File: config.mk
export PLATFORM = sky130hd
export DESIGN_NAME = rr_lock_arbiter_flat
export DESIGN_NICKNAME = d
export VERILOG_FILES = /design/src/rtl/rr_arb_pkg.sv /design/src/rtl/rr_lock_arbiter_if.sv /design/src/rtl/rr_pick.sv /design/src/rtl/rr_lock_arbiter.sv /design/src/flat_wrapper.sv
export SDC_FILE = /design/constraint.sdc
export NUM_CORES = 1
export LEC_CHECK = 0
export BUFFER_PORTS_ARGS = -buffer_cell sky130_fd_sc_hd__buf_4
export CORE_AREA = 2 2 43 45
export DETAILED_ROUTE_END_ITERATION = 10
export DIE_AREA = 0 0 45 47
export PLACE_DENSITY = 0.83
export SLEW_MARGIN = 30
export SYNTH_ARGS = -nofsm -noshare
export SYNTH_HDL_FRONTEND = slang
export SYNTH_SLANG_ARGS = --single-unit
File: constraint.sdc
create_clock -name clk -period 2.6 [get_ports clk]
set_input_delay 0.26 -clock clk [delete_from_list [all_inputs] [get_ports clk]]
set_output_delay 0.26 -clock clk [all_outputs]
set_load 0.02 [all_outputs]
File: src/rtl/rr_arb_pkg.sv
// rtl/rr_arb_pkg.sv - shared types and constants for the round-robin lock arbiter
package rr_arb_pkg;

   typedef enum logic {
      IDLE = 1'b0,
      BUSY = 1'b1
   } arb_state_e;

   localparam int NREQ_DEF = 4;
   localparam int GID_W    = 2;

endpackage

File: src/rtl/rr_lock_arbiter_if.sv
// rtl/rr_lock_arbiter_if.sv - request/grant bundle between requesters and the arbiter
interface rr_lock_arbiter_if import rr_arb_pkg::*; #(
   parameter int NREQ = NREQ_DEF
);
   logic             stall;
   logic [NREQ-1:0]  req;
   logic             done;
   logic [NREQ-1:0]  grant;
   logic             grant_valid;
   logic [GID_W-1:0] grant_id;
   logic             timeout_err;

   modport master (
      output stall, req, done,
      input  grant, grant_valid, grant_id, timeout_err
   );

   modport slave (
      input  stall, req, done,
      output grant, grant_valid, grant_id, timeout_err
   );
endinterface

File: src/rtl/rr_pick.sv
// rtl/rr_pick.sv - rotate-priority encoder: first set request at or above ptr, wrapping
module rr_pick import rr_arb_pkg::*; (
   input  logic [NREQ_DEF-1:0] req,
   input  logic [GID_W-1:0]    ptr,
   output logic [NREQ_DEF-1:0] winner,
   output logic [GID_W-1:0]    idx
);

   always_comb begin
      logic             found;
      logic [GID_W-1:0] cand;
      winner = '0;
      idx    = '0;
      found  = 1'b0;
      cand   = ptr;
      for (int i = 0; i < NREQ_DEF; i++) begin
         // GID_W-bit addition wraps 3 -> 0 on its own
         cand = ptr + GID_W'(i);
         if (!found && req[cand]) begin
            found       = 1'b1;
            winner[cand] = 1'b1;
            idx         = cand;
         end
      end
   end

endmodule

File: src/rtl/rr_lock_arbiter.sv
// rtl/rr_lock_arbiter.sv - locking round-robin arbiter; optional watchdog via ARB_TIMEOUT_EN
module rr_lock_arbiter import rr_arb_pkg::*; #(
   parameter int NREQ    = NREQ_DEF,
   parameter int TIMEOUT = 15
) (
   input  logic             clk,
   input  logic             reset,
   rr_lock_arbiter_if.slave arb
);

   if (NREQ != NREQ_DEF || TIMEOUT < 2 || TIMEOUT > 255) begin : g_bad_param
      $error("rr_lock_arbiter: NREQ must be 4 and TIMEOUT in 2..255");
   end

   arb_state_e       state_q, state_d;
   logic [NREQ-1:0]  grant_q, grant_d;
   logic [GID_W-1:0] grant_id_q, grant_id_d;
   logic [GID_W-1:0] ptr_q, ptr_d;
   logic [NREQ-1:0]  pick_winner;
   logic [GID_W-1:0] pick_idx;
   logic             timeout_hit;

   rr_pick u_pick (
      .req    (arb.req),
      .ptr    (ptr_q),
      .winner (pick_winner),
      .idx    (pick_idx)
   );

`ifdef ARB_TIMEOUT_EN
   logic [7:0] timer_q, timer_d;
   logic       timeout_err_q;

   assign timeout_hit = (state_q == BUSY) && !arb.stall && !arb.done &&
                        (timer_q == 8'(TIMEOUT - 1));

   always_comb begin
      timer_d = timer_q;
      if (!arb.stall) begin
         if (state_q == IDLE && state_d == BUSY) begin
            timer_d = '0;
         end else if (state_q == BUSY && !arb.done) begin
            timer_d = timer_q + 8'd1;
         end
      end
   end

   always_ff @(posedge clk) begin
      if (!reset) begin
         timer_q       <= '0;
         timeout_err_q <= 1'b0;
      end else begin
         timer_q       <= timer_d;
         timeout_err_q <= timeout_hit;
      end
   end

   assign arb.timeout_err = timeout_err_q;
`else
   assign timeout_hit     = 1'b0;
   assign arb.timeout_err = 1'b0;
`endif

   always_ff @(posedge clk) begin
      if (!reset) begin
         state_q    <= IDLE;
         grant_q    <= '0;
         grant_id_q <= '0;
         ptr_q      <= '0;
      end else begin
         state_q    <= state_d;
         grant_q    <= grant_d;
         grant_id_q <= grant_id_d;
         ptr_q      <= ptr_d;
      end
   end

   always_comb begin
      state_d = state_q;
      if (!arb.stall) begin
         case (state_q)
            IDLE:    if (|arb.req) state_d = BUSY;
            BUSY:    if (arb.done || timeout_hit) state_d = IDLE;
            default: state_d = IDLE;
         endcase
      end
   end

   // ptr only advances on release, so a holder keeps priority order stable
   always_comb begin
      grant_d    = grant_q;
      grant_id_d = grant_id_q;
      ptr_d      = ptr_q;
      if (!arb.stall) begin
         if (state_q == IDLE && |arb.req) begin
            grant_d    = pick_winner;
            grant_id_d = pick_idx;
         end else if (state_q == BUSY && (arb.done || timeout_hit)) begin
            grant_d = '0;
            ptr_d   = grant_id_q + GID_W'(1);
         end
      end
   end

   assign arb.grant       = grant_q;
   assign arb.grant_valid = |grant_q;
   assign arb.grant_id    = grant_id_q;

endmodule

File: src/flat_wrapper.sv
// flat-port wrapper written by rule: the top's interface ports become plain ports
module rr_lock_arbiter_flat import rr_arb_pkg::*;
#(
   parameter int NREQ    = NREQ_DEF,
   parameter int TIMEOUT = 15
)
  (clk, reset, arb_stall, arb_req, arb_done, arb_grant, arb_grant_valid, arb_grant_id, arb_timeout_err);
  rr_lock_arbiter_if #(.NREQ(NREQ)) arb_i ();
  input  logic clk;
  input  logic reset;
  input wire logic [$bits(arb_i.stall)-1:0] arb_stall;
  input wire logic [$bits(arb_i.req)-1:0] arb_req;
  input wire logic [$bits(arb_i.done)-1:0] arb_done;
  output wire logic [$bits(arb_i.grant)-1:0] arb_grant;
  output wire logic [$bits(arb_i.grant_valid)-1:0] arb_grant_valid;
  output wire logic [$bits(arb_i.grant_id)-1:0] arb_grant_id;
  output wire logic [$bits(arb_i.timeout_err)-1:0] arb_timeout_err;
  assign arb_i.stall = arb_stall;
  assign arb_i.req = arb_req;
  assign arb_i.done = arb_done;
  assign arb_grant = arb_i.grant;
  assign arb_grant_valid = arb_i.grant_valid;
  assign arb_grant_id = arb_i.grant_id;
  assign arb_timeout_err = arb_i.timeout_err;
  rr_lock_arbiter #(.NREQ(NREQ), .TIMEOUT(TIMEOUT)) u_core (.clk(clk), .reset(reset), .arb(arb_i));
endmodule
==> out/metrics.cfg <==
[outcome]
status=complete, no violations

[critical_path]
path_max_fanout=12
critPathKind=reg2reg
start_kind=flip-flop
critPathCaptureType=flip-flop
crit_required_ns=2.80
crit_end=u_core.arb.grant[2]$_SDFFE_PN0P_
arrival_ns=2.54
rr_worst_depth=6
crit-reg2reg-capture=u_core.arb.grant[2]$_SDFFE_PN0P_
reg2reg_slack_ns=0.26
setup.worst_path.start=u_core.ptr_q[1]$_SDFFE_PN0P_
r2r_start=u_core.ptr_q[1]$_SDFFE_PN0P_

[global_routing]
grt_max_degree=15
grtUsageTotal_pct=19.2
antenna_found_initial=0
overflow=0
grt_first_pass_wirelength_mm=2.88
grt_pass1_vias=621

[clock_tree]
clk_pin_slew_ns=0.06
clock_path_buffers=2
insertion_delay_ns=0.26
numCtsBuffers=3
ctsResizeCount=0
post_cts_buffers=0
cts.sinks=9
root_buffer=clkbuf_4
cts_tree=built
cts.htree.levels=1
ctsHoldBuffers=0

[routing]
drtPass1Iterations=4
vias_per_cell=6.26
ant_nets=0
routed_wl_mm=1.84
post-route-drc-count=0
drt-initial-drc-count=14
vias=745
wl_per_cell_um=15.5

[logic_synthesis]
ys_seq_area_share_pct=22.2
netlist_instances=88
synth_nets=103
synthDistinctLibCells=33
ys_seq_elements=9
yosys_warnings=0
avgSynthCellArea_um2=9.23
synthesis.area_um2=812

[timing]
fmax_mhz=428
min_period_over_period_pct=89.9
rsz0062_at_grt=no
skew_ns=0.00808
slew_viol_final=0
whs_ns=0.333
tns_ns=0
setup-violations-final=0
hold_viol_final=0
fin_ws_ns=0.263
period_needed_ns=2.34

[floorplan]
fp.coreArea_um2=1650
dieArea_um2=2120
rows=15
die_h_um=47
ios=16
dieWidth_um=45
start_util_pct=49.2

[placed_design]
pre_cts_ws_ns=0.332
place_hpwl_mm=1.40
portBuffers=14
gp_congestion=0.856

[final_layout]
drive_above_1_share_pct=23.5
nFillCells=154
syn2layout_area_growth_pct=13.7
final_cell_mix=15 x buf_4, 9 x inv_1, 9 x dfxtp_1, 7 x ha_1, 6 x a21oi_1
multiInputGateArea_um2=549
final_common_cell=buf_4
n_antenna_cell=0
nets=118
utilization_pct=55.9
ff_latch_area_um2=180

[power_and_ir_drop]
ir_drop_mv=0.249
power_density_nw_per_um2=427
power_uw=394
p_leak_uw=0.000393

[min_path]
hp-class=in2reg

[flow_run]
cap_viol_max_count=0

==> state kept, by name, summed over array words and instances, names as in the netlist <==
register and count:
u_core.arb.grant 4, u_core.ptr_q 2, u_core.state_q 1, u_core.arb.grant_id 2
==> through the flow <==
stage                     cell area, µm²  std cells
after floorplan                      812         88
after global placement               897        115
after detailed placement             897        115
after CTS                            923        119
after global routing                 923        119
final                                923        119
==> per-layer routing <==
metal / global-route usage, % / up-vias / part of all wire (%)
li1: - / 367 / -
met1: 25.5 / 350 / 47
met2: 30.6 / 24 / 46
met3: 4.62 / 4 / 4.9
met4: 7.06 / 0 / 1.7
met5: 0 / - / 0
==> logic make-up (layout without fill, tap and decap cells) <==
logic type,after synthesis,in the layout,synth area share [%]
adders and majority gates,7,7,10.8
AOI/OAI and AO/OA,26,26,23.4
xor gates and xnor gates,1,1,1.08
muxes,4,4,11.6
buffers and inverters,14,28,10.2
and+or+nand+nor,26,26,20.3
DFF,9,9,22.2
other,1,1,0.462
==> area by class of cell <==
cell class	instances	area share, %
multi-input combinational	65	59.5
sequential	9	19.5
clock buffer	4	2.85
timing repair buffer	15	12.2
tap	17	2.30
inverter	9	3.66
==> power by group <==
part | switching (µW) | internal (µW) | leakage (µW)
clock | 49.1 | 59.1 | 0.0000150
sequential | 8.92 | 147 | 0.0000735
combinational | 71.4 | 58.5 | 0.000305
==> critical path, cell delays in order (launching register included) <==
cell	delay (ns)
dfxtp_1	0.52
inv_1	0.19
ha_1	0.42
mux4_2	0.46
nand3b_1	0.23
a221oi_1	0.31
a221o_1	0.15
==> worst min path at each step <==
stage                                       endpoint  depth (start not counted)  slack [ns]                             start
floorplan               u_core.ptr_q[0]$_SDFFE_PN0P_                          2        0.44                             reset
global placement    u_core.arb.grant[3]$_SDFFE_PN0P_                          1        0.49  u_core.arb.grant[3]$_SDFFE_PN0P_
detailed placement  u_core.arb.grant[1]$_SDFFE_PN0P_                          1        0.51  u_core.arb.grant[1]$_SDFFE_PN0P_
CTS                     u_core.ptr_q[0]$_SDFFE_PN0P_                          3        0.32                             reset
global route            u_core.ptr_q[0]$_SDFFE_PN0P_                          3        0.36                             reset
finish                  u_core.ptr_q[0]$_SDFFE_PN0P_                          3        0.33                             reset
==> cells in the mapped netlist <==
library cell	number	area (µm²)
or3_2	1	7.51
or4_1	2	15.0
o21ai_0	3	15.0
clkbuf_4	1	7.51
a221oi_1	5	43.8
a21oi_1	6	30.0
nor4b_1	1	8.76
nand2_1	3	11.3
or3_1	1	6.26
inv_1	9	33.8
o211ai_1	2	15.0
nor2_1	3	11.3
nor2b_1	3	18.8
a211oi_1	2	15.0
nor3_1	1	5.00
a21o_1	1	7.51
mux4_1	1	26.3
nor4_1	1	6.26
nand3b_1	5	37.5
mux4_2	3	67.6
nand2b_1	1	6.26
or2_2	1	6.26
conb_1	1	3.75
and3_1	2	12.5
nor4_2	1	12.5
a31oi_1	1	6.26
a211o_1	2	17.5
dfxtp_1	9	180
xor2_1	1	8.76
a221o_1	4	40.0
ha_1	7	87.6
buf_4	1	7.51
buf_6	3	33.8
Note: power is estimated with default switching activity, not from simulation.
